<file path="src/rtl/counter_bus_pkg.sv">
// counter_bus_pkg: bus widths and FSM state type shared by the counter bus master, the peripheral side and the bench
package counter_bus_pkg;
  localparam int ADDR_W = 4;
  localparam int DATA_W = 16;
  typedef enum logic [1:0] {IDLE, BUS, RSP} state_t;
endpackage

</file>
<file path="src/rtl/bus_timeout_timer.sv">
// bus_timeout_timer: saturating wait counter; expired flags the cycle on which the count reaches TIMEOUT_CYCLES (0 = never)
module bus_timeout_timer #(
  parameter int unsigned TIMEOUT_CYCLES = 16
) (
  input  logic clk,
  input  logic rst_n,
  input  logic clear,
  input  logic enable,
  output logic expired
);
  localparam int W = (TIMEOUT_CYCLES == 0) ? 1 : $clog2(TIMEOUT_CYCLES + 1);
  logic [W-1:0] cnt;
  always_ff @(posedge clk or negedge rst_n)
    if (!rst_n) cnt <= '0;
    else if (clear) cnt <= '0;
    else if (enable && TIMEOUT_CYCLES != 0 && cnt != W'(TIMEOUT_CYCLES)) cnt <= cnt + 1'b1;
  // Asserted one count early so the FSM leaves BUS on the edge where the count becomes TIMEOUT_CYCLES
  assign expired = (TIMEOUT_CYCLES != 0) && enable && (cnt == W'(TIMEOUT_CYCLES - 1));
endmodule

</file>
<file path="src/rtl/counter_bus_master.sv">
// counter_bus_master: single-outstanding register bus initiator with ack timeout and valid/ready command/response ports
module counter_bus_master
  import counter_bus_pkg::*;
#(
  parameter int unsigned TIMEOUT_CYCLES = 16
) (
  input  logic              i_sysclk,
  input  logic              i_sysrst,
  input  logic              i_cmd_valid,
  output logic              o_cmd_ready,
  input  logic              i_cmd_wr,
  input  logic [ADDR_W-1:0] i_cmd_addr,
  input  logic [DATA_W-1:0] i_cmd_data,
  output logic              o_rsp_valid,
  input  logic              i_rsp_ready,
  output logic              o_rsp_wr,
  output logic [DATA_W-1:0] o_rsp_data,
  output logic              o_rsp_err,
  output logic              o_bus_select,
  output logic              o_bus_wr,
  output logic [ADDR_W-1:0] o_reg_addr,
  output logic [DATA_W-1:0] o_bus_data,
  input  logic [DATA_W-1:0] i_bus_data,
  input  logic              i_bus_ack,
  output logic              o_stray_ack
);
  state_t state, state_d;
  logic expired, accept, done;
  assign o_cmd_ready = state == IDLE;
  assign accept = o_cmd_ready && i_cmd_valid;
  assign done = state == BUS && (i_bus_ack || expired);
  bus_timeout_timer #(.TIMEOUT_CYCLES(TIMEOUT_CYCLES)) u_timer (
    .clk(i_sysclk),
    .rst_n(i_sysrst),
    .clear(accept),
    .enable(state == BUS),
    .expired(expired)
  );
  always_ff @(posedge i_sysclk or negedge i_sysrst)
    if (!i_sysrst) state <= IDLE;
    else state <= state_d;
  always_comb begin
    state_d = state;
    state_d = state == IDLE ? (i_cmd_valid ? BUS : IDLE)
            : state == BUS  ? (done ? RSP : BUS)
            : (i_rsp_ready ? IDLE : RSP);
  end
  always_ff @(posedge i_sysclk or negedge i_sysrst)
    if (!i_sysrst) begin
      o_bus_select <= 1'b0;
      o_bus_wr     <= 1'b0;
      o_reg_addr   <= '0;
      o_bus_data   <= '0;
      o_rsp_valid  <= 1'b0;
      o_rsp_wr     <= 1'b0;
      o_rsp_data   <= '0;
      o_rsp_err    <= 1'b0;
      o_stray_ack  <= 1'b0;
    end else begin
      o_stray_ack <= i_bus_ack && state != BUS;
      if (accept) begin
        o_bus_select <= 1'b1;
        o_bus_wr     <= i_cmd_wr;
        o_reg_addr   <= i_cmd_addr;
        o_bus_data   <= i_cmd_data;
      end
      // Ack takes priority over a same-cycle timeout
      if (done) begin
        o_bus_select <= 1'b0;
        o_bus_wr     <= 1'b0;
        o_rsp_valid  <= 1'b1;
        o_rsp_wr     <= o_bus_wr;
        o_rsp_data   <= (i_bus_ack && !o_bus_wr) ? i_bus_data : '0;
        o_rsp_err    <= !i_bus_ack;
      end
      if (state == RSP && i_rsp_ready) o_rsp_valid <= 1'b0;
    end
endmodule

</file>
<file path="config.mk">
export PLATFORM = sky130hd
export DESIGN_NAME = counter_bus_master
export DESIGN_NICKNAME = d
export VERILOG_FILES = /design/src/rtl/counter_bus_pkg.sv /design/src/rtl/bus_timeout_timer.sv /design/src/rtl/counter_bus_master.sv
export SDC_FILE = /design/constraint.sdc
export NUM_CORES = 1
export LEC_CHECK = 0
export ABC_AREA = 1
export CAP_MARGIN = 20
export CORE_UTILIZATION = 46
export CTS_CLUSTER_DIAMETER = 30
export CTS_CLUSTER_SIZE = 16
export DETAILED_ROUTE_END_ITERATION = 7
export MAX_ROUTING_LAYER = met4
export PLACE_DENSITY_LB_ADDON = 0.25
export SYNTH_ARGS = -nofsm -noshare
export SYNTH_HDL_FRONTEND = slang
export SYNTH_SLANG_ARGS = --single-unit
</file>
<file path="constraint.sdc">
create_clock -name i_sysclk -period 3.6 [get_ports i_sysclk]
set_input_delay 0.54 -clock i_sysclk [delete_from_list [all_inputs] [get_ports i_sysclk]]
set_output_delay 0.54 -clock i_sysclk [all_outputs]
set_load 0.03 [all_outputs]
</file>
# After elaboration in Yosys (flattened, before gate mapping)
# Index checks and enable logic that the tools add are counted.
[classes]
add_sub_neg = 1
n_mul = 0
div = 0
order_cmp = 0
eq_ne = 5
shifts = 0
muxes = 14
bitwise_logic = 0
n_reduce_logical = 14
[ops]
columns = ["op", "n"]
rows = [
  ["$mux W16", 1],
  ["$mux W5", 2],
  ["$mux W2", 4],
  ["$logic_and A1 B1 Y1", 7],
  ["$mux W1", 7],
  ["$reduce_bool A2 Y1", 3],
  ["$add A5 B1 Y5 const B", 1],
  ["$eq A5 B4 Y1 const B", 1],
  ["$ne A5 B5 Y1 const B", 1],
  ["$eq A2 B1 Y1 const B", 1],
  ["$eq A2 B2 Y1 const B", 1],
  ["$logic_not A1 Y1", 2],
  ["$logic_not A2 Y1", 1],
  ["$ne A2 B1 Y1 const B", 1],
  ["$logic_or A1 B1 Y1", 1],
]
[totals]
regBits = 49
latchBits = 0
ram_bits = 0
romBits = 0
in_bits = 42
output_inout_bits = 43
word_cells = 45
n_memories = 0

# Longest topological paths before layout
# Gate-level depths: netlist of run 1.
[depth]
ltp_word = 7
depth_mapped = 9
ltp_nobuf = 9

# Hierarchy
# Synthesis of run 1 repeated with hierarchy kept, for this count alone.
[unflattened]
cells_unflattened = 236
area_unflattened_um2 = 2199.6
[by_module_without_submodules]
columns = ["mod", "n_inst", "cells_each", "area_each_um2"]
rows = [
  ["counter_bus_master", 1, 190, 1859.3],
  ["bus_timeout_timer", 1, 46, 340.3],
]

# Worst setup path after synthesis of run 1
# No wires, ideal clock.
[synth_timing]
path_kind = "flip-flop to flip-flop"
start = "register u_timer.cnt[0]"
end = "register o_rsp_data[10]"
arrival_time_ns = 1.415
t_required_ns = 3.524
path_slack_ns = 2.109
stages_incl_launch_ff = 10
path_buffers = 2
synth_period_minus_slack_ns = 1.491
path_cell_list = "dfrtp_1 ha_1 inv_1 nor3_1 ha_1 o21ai_2 buf_6 buf_6 nand2_1 o21ai_1"
[synth_between]
elab_chain_len = 4
[synth_lines]
columns = ["item", "line", "text"]
rows = [
  ["from (decl)", "bus_timeout_timer.sv:12", "logic [W-1:0] cnt;"],
  ["from (signal assigned)", "bus_timeout_timer.sv:16", "else if (enable && TIMEOUT_CYCLES != 0 && cnt != W'(TIMEOUT_CYCLES)) cnt <= cnt + 1'b1;"],
  ["$eq A5 B4 Y1", "bus_timeout_timer.sv:18", "assign expired = (TIMEOUT_CYCLES != 0) && enable && (cnt == W'(TIMEOUT_CYCLES - 1));"],
  ["$logic_and A1 B1 Y1", "bus_timeout_timer.sv:18", ""],
  ["$logic_or A1 B1 Y1", "counter_bus_master.sv:31", "assign done = state == BUS && (i_bus_ack || expired);"],
  ["$logic_and A1 B1 Y1", "counter_bus_master.sv:31", ""],
  ["to (signal assigned)", "counter_bus_master.sv:73", "o_rsp_data <= (i_bus_ack && !o_bus_wr) ? i_bus_data : '0;"],
  ["to (decl)", "counter_bus_master.sv:17", "output logic [DATA_W-1:0] o_rsp_data,"],
]
# No other way between the ends.
# A chain may end at the register's enable or synchronous reset.

# Final worst setup path of run 1
[layout_timing]
start = "register state[0]"
end = "output port o_cmd_ready"
[layout_between]
elab_chain_len = 1
[layout_lines]
columns = ["item", "line", "text"]
rows = [
  ["from (decl)", "counter_bus_master.sv:27", "state_t state, state_d;"],
  ["from (signal assigned)", "counter_bus_master.sv:41", "else state <= state_d;"],
  ["$logic_not A2 Y1", "counter_bus_master.sv:29", "assign o_cmd_ready = state == IDLE;"],
  ["to (decl)", "counter_bus_master.sv:10", "output logic o_cmd_ready,"],
]
# No other way between the ends.

==> reports/qor.yml, run 1 <==
outcome:
  status: "finished clean"
power:
  final_power_mw: 2.77
  power_per_cell_area_nw_per_um2: 907
  vdd_drop_max_uv: 498
  leakagePower_nw: 1.47
clock_network:
  total_of_hold_buffers_inserted_after_clock_tree_synthesis: 0
  clkSlewWorstSetupHoldPaths_ns: 0.08
  htree_num_levels: 2
  cts_post_setup_buffers_inserted: 0
  cts_buffers: 5
  clock_sink_count: 49
  clock_tree_from_tritoncts: "done"
  post_cts.resized_instances: 0
  clk_latency_ns: 0.29
  clk_root_buffer_cell: "sky130_fd_sc_hd__clkbuf_8"
  clock_tree.buffer_depth: 2
floorplanning:
  die_x_um: 69.1
  floorplan.die.height_um: 69.1
  top_level_ports: 85
  core-area_um2: 4350
  dieArea_um2: 4780
  initial_utilization: 0.476
  placement_rows: 24
logic_synthesis:
  number_of_enable_type_register_cells_in_the_synthesized_netlist: 0
  async_reset_ff_frac: 1.00
  synth_commonest_cells: "95 x sky130_fd_sc_hd__nand2_1, 49 x sky130_fd_sc_hd__dfrtp_1, 28 x sky130_fd_sc_hd__nand3_1"
  synthFlopType: "sky130_fd_sc_hd__dfrtp_1"
  netlist-cell-type-count: 21
  yosys_warnings: 0
  synthTopCellsByArea: "sky130_fd_sc_hd__dfrtp_1 59%, sky130_fd_sc_hd__nand2_1 17%, sky130_fd_sc_hd__nand3_1 6.8%"
  post_synth_instance_area_um2: 2070
  synthMostInstantiatedCell: "sky130_fd_sc_hd__nand2_1"
  syn_avg_cell_area_um2: 8.78
  synth.largest_area_cell: "sky130_fd_sc_hd__dfrtp_1"
  synth_seq_cells: 49
  seq_area_frac_synth: 0.592
  post_synth_inst_count: 236
  post-synth-top-area-fraction: 0.592
  syn-num-nets: 281
worst_setup_path:
  crit_path_cell_trace: "nor2_2 -> buf_4 -> clkdlybuf4s50_1"
  setup.worst_path.start_class: "flop"
  critical_path_arrival_ns: 1.77
  cpPeakStageDelay_ns: 0.71
  timing.setup.critical_path_class: "flop to primary output"
  critPathMaxFanout: 23
  critical_path_depth: 3
  worstRegToRegCells: 5
  crit_family: "buffers and inverters"
  critical_path.slowest_cell: "sky130_fd_sc_hd__clkdlybuf4s50_1"
  cp.buffers_inverters: 2
  end_kind: "primary output"
  cp_required_ns: 3.06
placement:
  routability_congestion_estimate: 0.768
  dpl_worst_slack_ns: 1.29
  place.port_buffers: 84
  dp_cells: 363
  dp.final_hpwl_mm: 3.11
run:
  max_cap_viol_count: 0
grt:
  global_route.usage.total: 0.209
  grt_antenna_before_repair: 0
  vias_in_the_first_global_route: 1831
  largest_net_degree_at_the_start_of_global_routing: 50
  grt_first_pass_wirelength_mm: 7.88
  globalRouteOverflowTotal: 0
routing:
  antenna_violating_nets_post_route: 0
  average_routed_wire_per_standard_cell_um: 11.9
  detail_route.wirelength_mm: 4.44
  detail_route.drc_violations: 0
  drt_pre_antenna_iters: 4
  total_via_count_in_the_routed_design: 1796
  first_iter_violations: 113
  via_per_inst: 4.83
sta:
  timing.max_slew.rel_slack: 0.422
  fin_setup_tns_ns: 0
  final_period_minus_worst_setup_slack_ns: 2.31
  finalWorstSetupSlack_ns: 1.29
  finalCritPeriodShare: 0.642
  final-setup-viol-count: 0
  worst-slew-pin-transition_ns: 0.865
  fmax_mhz: 432
  skew_ns: 0.00771
  grt_setup_unrepaired: "no"
  timing.final.max_slew_violations: 0
  timing_hold_violations_final: 0
layout:
  nNetsFinal: 364
  multi_input_area_um2: 708
  n_antenna_cell: 0
  n_fill_cell: 384
  area_growth_syn_to_layout_pct: 47.6
  seq_area_um2: 1230
  drive_gt1_frac: 0.0563
  final_cell_count_no_fill: 372
worst_hold_path:
  path_class_of_the_lowest_slack_min_delay_path: "primary input to asynchronous set/reset pin"
-- final cells by class --
type,instances,area share
inverters,17,0.0209
multi-input cells,158,0.232
clock inverters,1,0.00982
clock buffers,7,0.0282
flip-flops and latches,49,0.401
repair buffers,88,0.287
well taps,52,0.0213
-- worst paths after layout --
| check | startpoint | endpoint | slack [ns] |
|---|---|---|---|
| setup reg to reg | state[0] | u_timer.cnt[2] | 1.77 |
| hold reg to reg | o_bus_data[13] | o_bus_data[13] | 0.48 |
| setup / recovery | state[0] | o_cmd_ready | 1.29 |
| hold / removal | i_sysrst | o_rsp_data[9] | 0.09 |
| max in group asynchronous | i_sysrst | u_timer.cnt[3] | 3.03 |
| min in group i_sysclk | o_bus_data[13] | o_bus_data[13] | 0.48 |
-- routing by layer --
metal | GRT usage | wire [um] | share of wire | vias to the layer above
li1 | - | - | - | 913
met5 | - | 0 | 0 | -
met3 | 0.0482 | 290 | 0.065 | 5
met2 | 0.351 | 2110 | 0.47 | 61
met4 | 0.0612 | 51 | 0.011 | 0
met1 | 0.253 | 1990 | 0.45 | 817
-- metrics by stage --
step	instance area (um^2)	hold slack (ns)	util
final	3060	0.0904	0.702
after floorplan	2070	0.244	-
after global placement	2920	0.453	0.671
after CTS	3040	0.473	0.698
after global routing	3060	0.0927	0.702
after detailed placement	2920	0.462	0.671
-- state kept, by name (all words and copies together) (netlist names) --
| signal | flops |
|---|---|
| u_timer.cnt | 5 |
| o_rsp_valid | 1 |
| o_bus_select | 1 |
| o_bus_wr | 1 |
| o_rsp_err | 1 |
| o_rsp_data | 16 |
| o_bus_data | 16 |
| state | 2 |
| o_stray_ack | 1 |
| o_rsp_wr | 1 |
| o_reg_addr | 4 |
-- power breakdown --
part	internal [mW]	switching, mW	total (mW)
logic	0.570	0.869	1.44
registers	0.790	0.147	0.938
clock network	0.226	0.169	0.396
-- cell usage in the layout, fill, tap and decap left out --
master / instances
sky130_fd_sc_hd__buf_12: 1
sky130_fd_sc_hd__o22ai_1: 1
sky130_fd_sc_hd__o21ai_2: 1
sky130_fd_sc_hd__nand4_1: 2
sky130_fd_sc_hd__o31ai_1: 1
sky130_fd_sc_hd__nor2_4: 1
sky130_fd_sc_hd__ha_1: 3
sky130_fd_sc_hd__dfrtp_1: 49
sky130_fd_sc_hd__clkbuf_8: 6
sky130_fd_sc_hd__nand2_1: 95
sky130_fd_sc_hd__clkdlybuf4s50_1: 83
sky130_fd_sc_hd__nand3_1: 28
sky130_fd_sc_hd__bufinv_16: 1
sky130_fd_sc_hd__nor3_1: 1
sky130_fd_sc_hd__o21ai_0: 2
sky130_fd_sc_hd__nor2_2: 1
sky130_fd_sc_hd__inv_2: 2
sky130_fd_sc_hd__nand2_2: 1
sky130_fd_sc_hd__inv_1: 15
sky130_fd_sc_hd__buf_4: 3
sky130_fd_sc_hd__o21ai_1: 17
sky130_fd_sc_hd__clkbuf_1: 1
sky130_fd_sc_hd__buf_2: 1
sky130_fd_sc_hd__nor2_1: 4
-- cell families (layout without fill, tap and decap cells) --
logic type                 after synthesis  count (layout)  share of synthesized area
DFF                                     49              49                      0.592
buffers and inverters                   29             113                     0.0664
adders and majority gates                3               3                     0.0181
and+or+nand+nor                        133             133                      0.267
AOI/OAI and AO/OA                       22              22                     0.0568
Note: power is estimated with default switching activity, not from simulation.
==> inputs of run 2 (changes only) <==
CORE_UTILIZATION = 42   (was 46)
clock period = 2.2 ns   (was 3.6 ns; I/O delays follow)
==> run 2 against run 1 <==
  * Wire length is 4.9% higher
  * Register-to-register slack worse by 1.3 ns
  * Count of clock-buffer cells in the layout stayed put
  * Sequential share of layout area is 0.12 points higher
  * Largest cell class unchanged
  * Highest routed layer unchanged
==> reports/qor.yml, run 2 (synthesis results as in run 1) <==
grt:
  global_route.usage.met1: 0.229  # -0.0242
  global_route.peak_usage_layer: "met2"
  largest_net_degree_at_the_start_of_global_routing: 50  # unchanged
  grt_first_pass_wirelength_mm: 7.81  # -0.88%
  global_route.usage.total: 0.200  # -0.00895
  vias_in_the_first_global_route: 1750  # -4.4%
  grt_util_met2: 0.328  # -0.0225
  globalRouteOverflowTotal: 0  # unchanged
  grt_antenna_before_repair: 0  # unchanged
  use_met3: 0.0708  # +0.0226
sta:
  final_hold_slack_ns: 0.120  # +0.0300 ns
  final-setup-viol-count: 0  # unchanged
  fin_setup_tns_ns: 0  # unchanged
  skew_ns: 0.00735  # -0.000363 ns
  fmax_mhz: 532
  final_period_minus_worst_setup_slack_ns: 1.88
  finalWorstSetupSlack_ns: 0.319  # -0.969 ns
  timing.max_slew.rel_slack: 0.596  # +0.174
  finalCritPeriodShare: 0.855
  timing.final.max_slew_violations: 0  # unchanged
  timing_hold_violations_final: 0  # unchanged
  grt_setup_unrepaired: "no"
  worst-slew-pin-transition_ns: 0.605  # -0.259 ns
layout:
  drive_gt1_frac: 0.0592  # +0.00294
  area_growth_syn_to_layout_pct: 47.2
  reg_top3: "o_bus_data: 16 flops, o_rsp_data: 16 flops, u_timer.cnt: 5 flops"
  design_area_um2: 3050  # -0.29%
  n_antenna_cell: 0  # unchanged
  multi_input_area_um2: 708  # unchanged
  layout.core_utilization: 0.646  # -0.0567
  final_cell_count_no_fill: 388  # +4.3%
  layout_commonest_cell: "sky130_fd_sc_hd__nand2_1"
  final_cell_mix: "95 x sky130_fd_sc_hd__nand2_1, 83 x sky130_fd_sc_hd__clkdlybuf4s50_1, 49 x sky130_fd_sc_hd__dfrtp_1"
  seq_area_um2: 1230  # unchanged
  n_fill_cell: 426  # +11%
  nNetsFinal: 366  # +0.55%
power:
  power_per_cell_area_nw_per_um2: 1460  # +61%
  final_power_mw: 4.45  # +60%
  leakagePower_nw: 1.46  # -0.67%
  vdd_drop_max_uv: 1040  # +110%
clock_network:
  clock_tree_from_tritoncts: "done"
  clkSlewWorstSetupHoldPaths_ns: 0.08  # about the same
  total_of_hold_buffers_inserted_after_clock_tree_synthesis: 0  # unchanged
  post_cts.resized_instances: 0  # unchanged
  clock_tree.buffer_depth: 2  # unchanged
  clock_sink_count: 49  # unchanged
  cts_post_setup_buffers_inserted: 0  # unchanged
  clk_latency_ns: 0.30  # about the same
  htree_num_levels: 2  # unchanged
  clk_root_buffer_cell: "sky130_fd_sc_hd__clkbuf_8"
  cts_buffers: 5  # unchanged
floorplanning:
  dieArea_um2: 5220  # +9.2%
  top_level_ports: 85  # unchanged
  initial_utilization: 0.439  # -0.0372
  floorplan.die.height_um: 72.2  # +4.5%
  die_x_um: 72.2  # +4.5%
  core-area_um2: 4720  # +8.5%
  placement_rows: 25  # +4.2%
worst_hold_path:
  path_class_of_the_lowest_slack_min_delay_path: "primary input to asynchronous set/reset pin"
worst_setup_path:
  critical_path_arrival_ns: 1.55  # -0.22 ns
  cp_required_ns: 1.87  # -1.19 ns
  setup.worst_path.start_class: "flop"
  critPathMaxFanout: 2  # -91%
  timing.setup.critical_path_class: "flop to primary output"
  end_kind: "primary output"
placement:
  dp.final_hpwl_mm: 3.27  # +5.4%
  dp_cells: 381  # +5.0%
  routability_congestion_estimate: 0.760  # -1.0%
  dpl_worst_slack_ns: 0.452  # -0.834 ns
  dpl_cell_area_um2: 2960  # +1.4%
  place.port_buffers: 84  # unchanged
routing:
  detail_route.wirelength_mm: 4.66  # +4.9%
  detail_route.drc_violations: 0  # unchanged
  antenna_violating_nets_post_route: 0  # unchanged
  average_routed_wire_per_standard_cell_um: 12.0  # +0.60%
  via_per_inst: 4.71  # -2.4%
  drt_pre_antenna_iters: 4  # unchanged
  total_via_count_in_the_routed_design: 1828  # +1.8%
  first_iter_violations: 128  # +13%
run:
  max_cap_viol_count: 0  # unchanged
outcome:
  status: "finished clean"
run 2: cell types whose count changed in the layout (fill, tap and decap cells not counted):
cell                        previous run  this run
sky130_fd_sc_hd__buf_12                1         0
sky130_fd_sc_hd__buf_4                 3         6
sky130_fd_sc_hd__bufinv_16             1         0
run 2: cell type report:
type                            instances  share of cell area
Clock buffer                            7              0.0283
Timing Repair Buffer                   90               0.289
Sequential cell                        49               0.402
Inverter                               17              0.0209
Tap cell                               67              0.0275
Multi-Input combinational cell        158               0.232
run 2: path summary, 6_finish.rpt:
check	startpoint	endpoint	slack, ns	cells past startpoint
setup / recovery	state[1]	o_cmd_ready	0.32	2
setup reg to reg	u_timer.cnt[0]	state[1]	0.45	7
hold reg to reg	o_bus_data[14]	o_bus_data[14]	0.48	2
hold / removal	i_sysrst	o_rsp_data[12]	0.12	2
min in group i_sysclk	o_bus_data[14]	o_bus_data[14]	0.48	2
max in group asynchronous	i_sysrst	u_timer.cnt[2]	1.67	2
run 2: power breakdown:
group,switching (mW),leakage [nW],internal [mW]
logic,1.44,0.790,0.947
clock network,0.272,0.0443,0.250
registers,0.246,0.626,1.29
total,1.96,1.46,2.49
run 2: critical path, cell delays in order, from the launching register on:
cell and delay (ns):
sky130_fd_sc_hd__dfrtp_1 0.41, sky130_fd_sc_hd__nor2_2 0.14, sky130_fd_sc_hd__clkdlybuf4s50_1 0.70
run 2: metal layers:
metal	wire length, um	part of all wire	vias to the layer above
met5	0	0	-
met4	49	0.011	0
met3	421	0.090	4
met2	2180	0.47	73
met1	2010	0.43	830
li1	-	-	921
==> inputs of run 3 (changes only) <==
SKIP_LAST_GASP = 1   (was default)
==> results of run 3 <==
The final DEF is identical to that of run 2; final timing and power are the same.
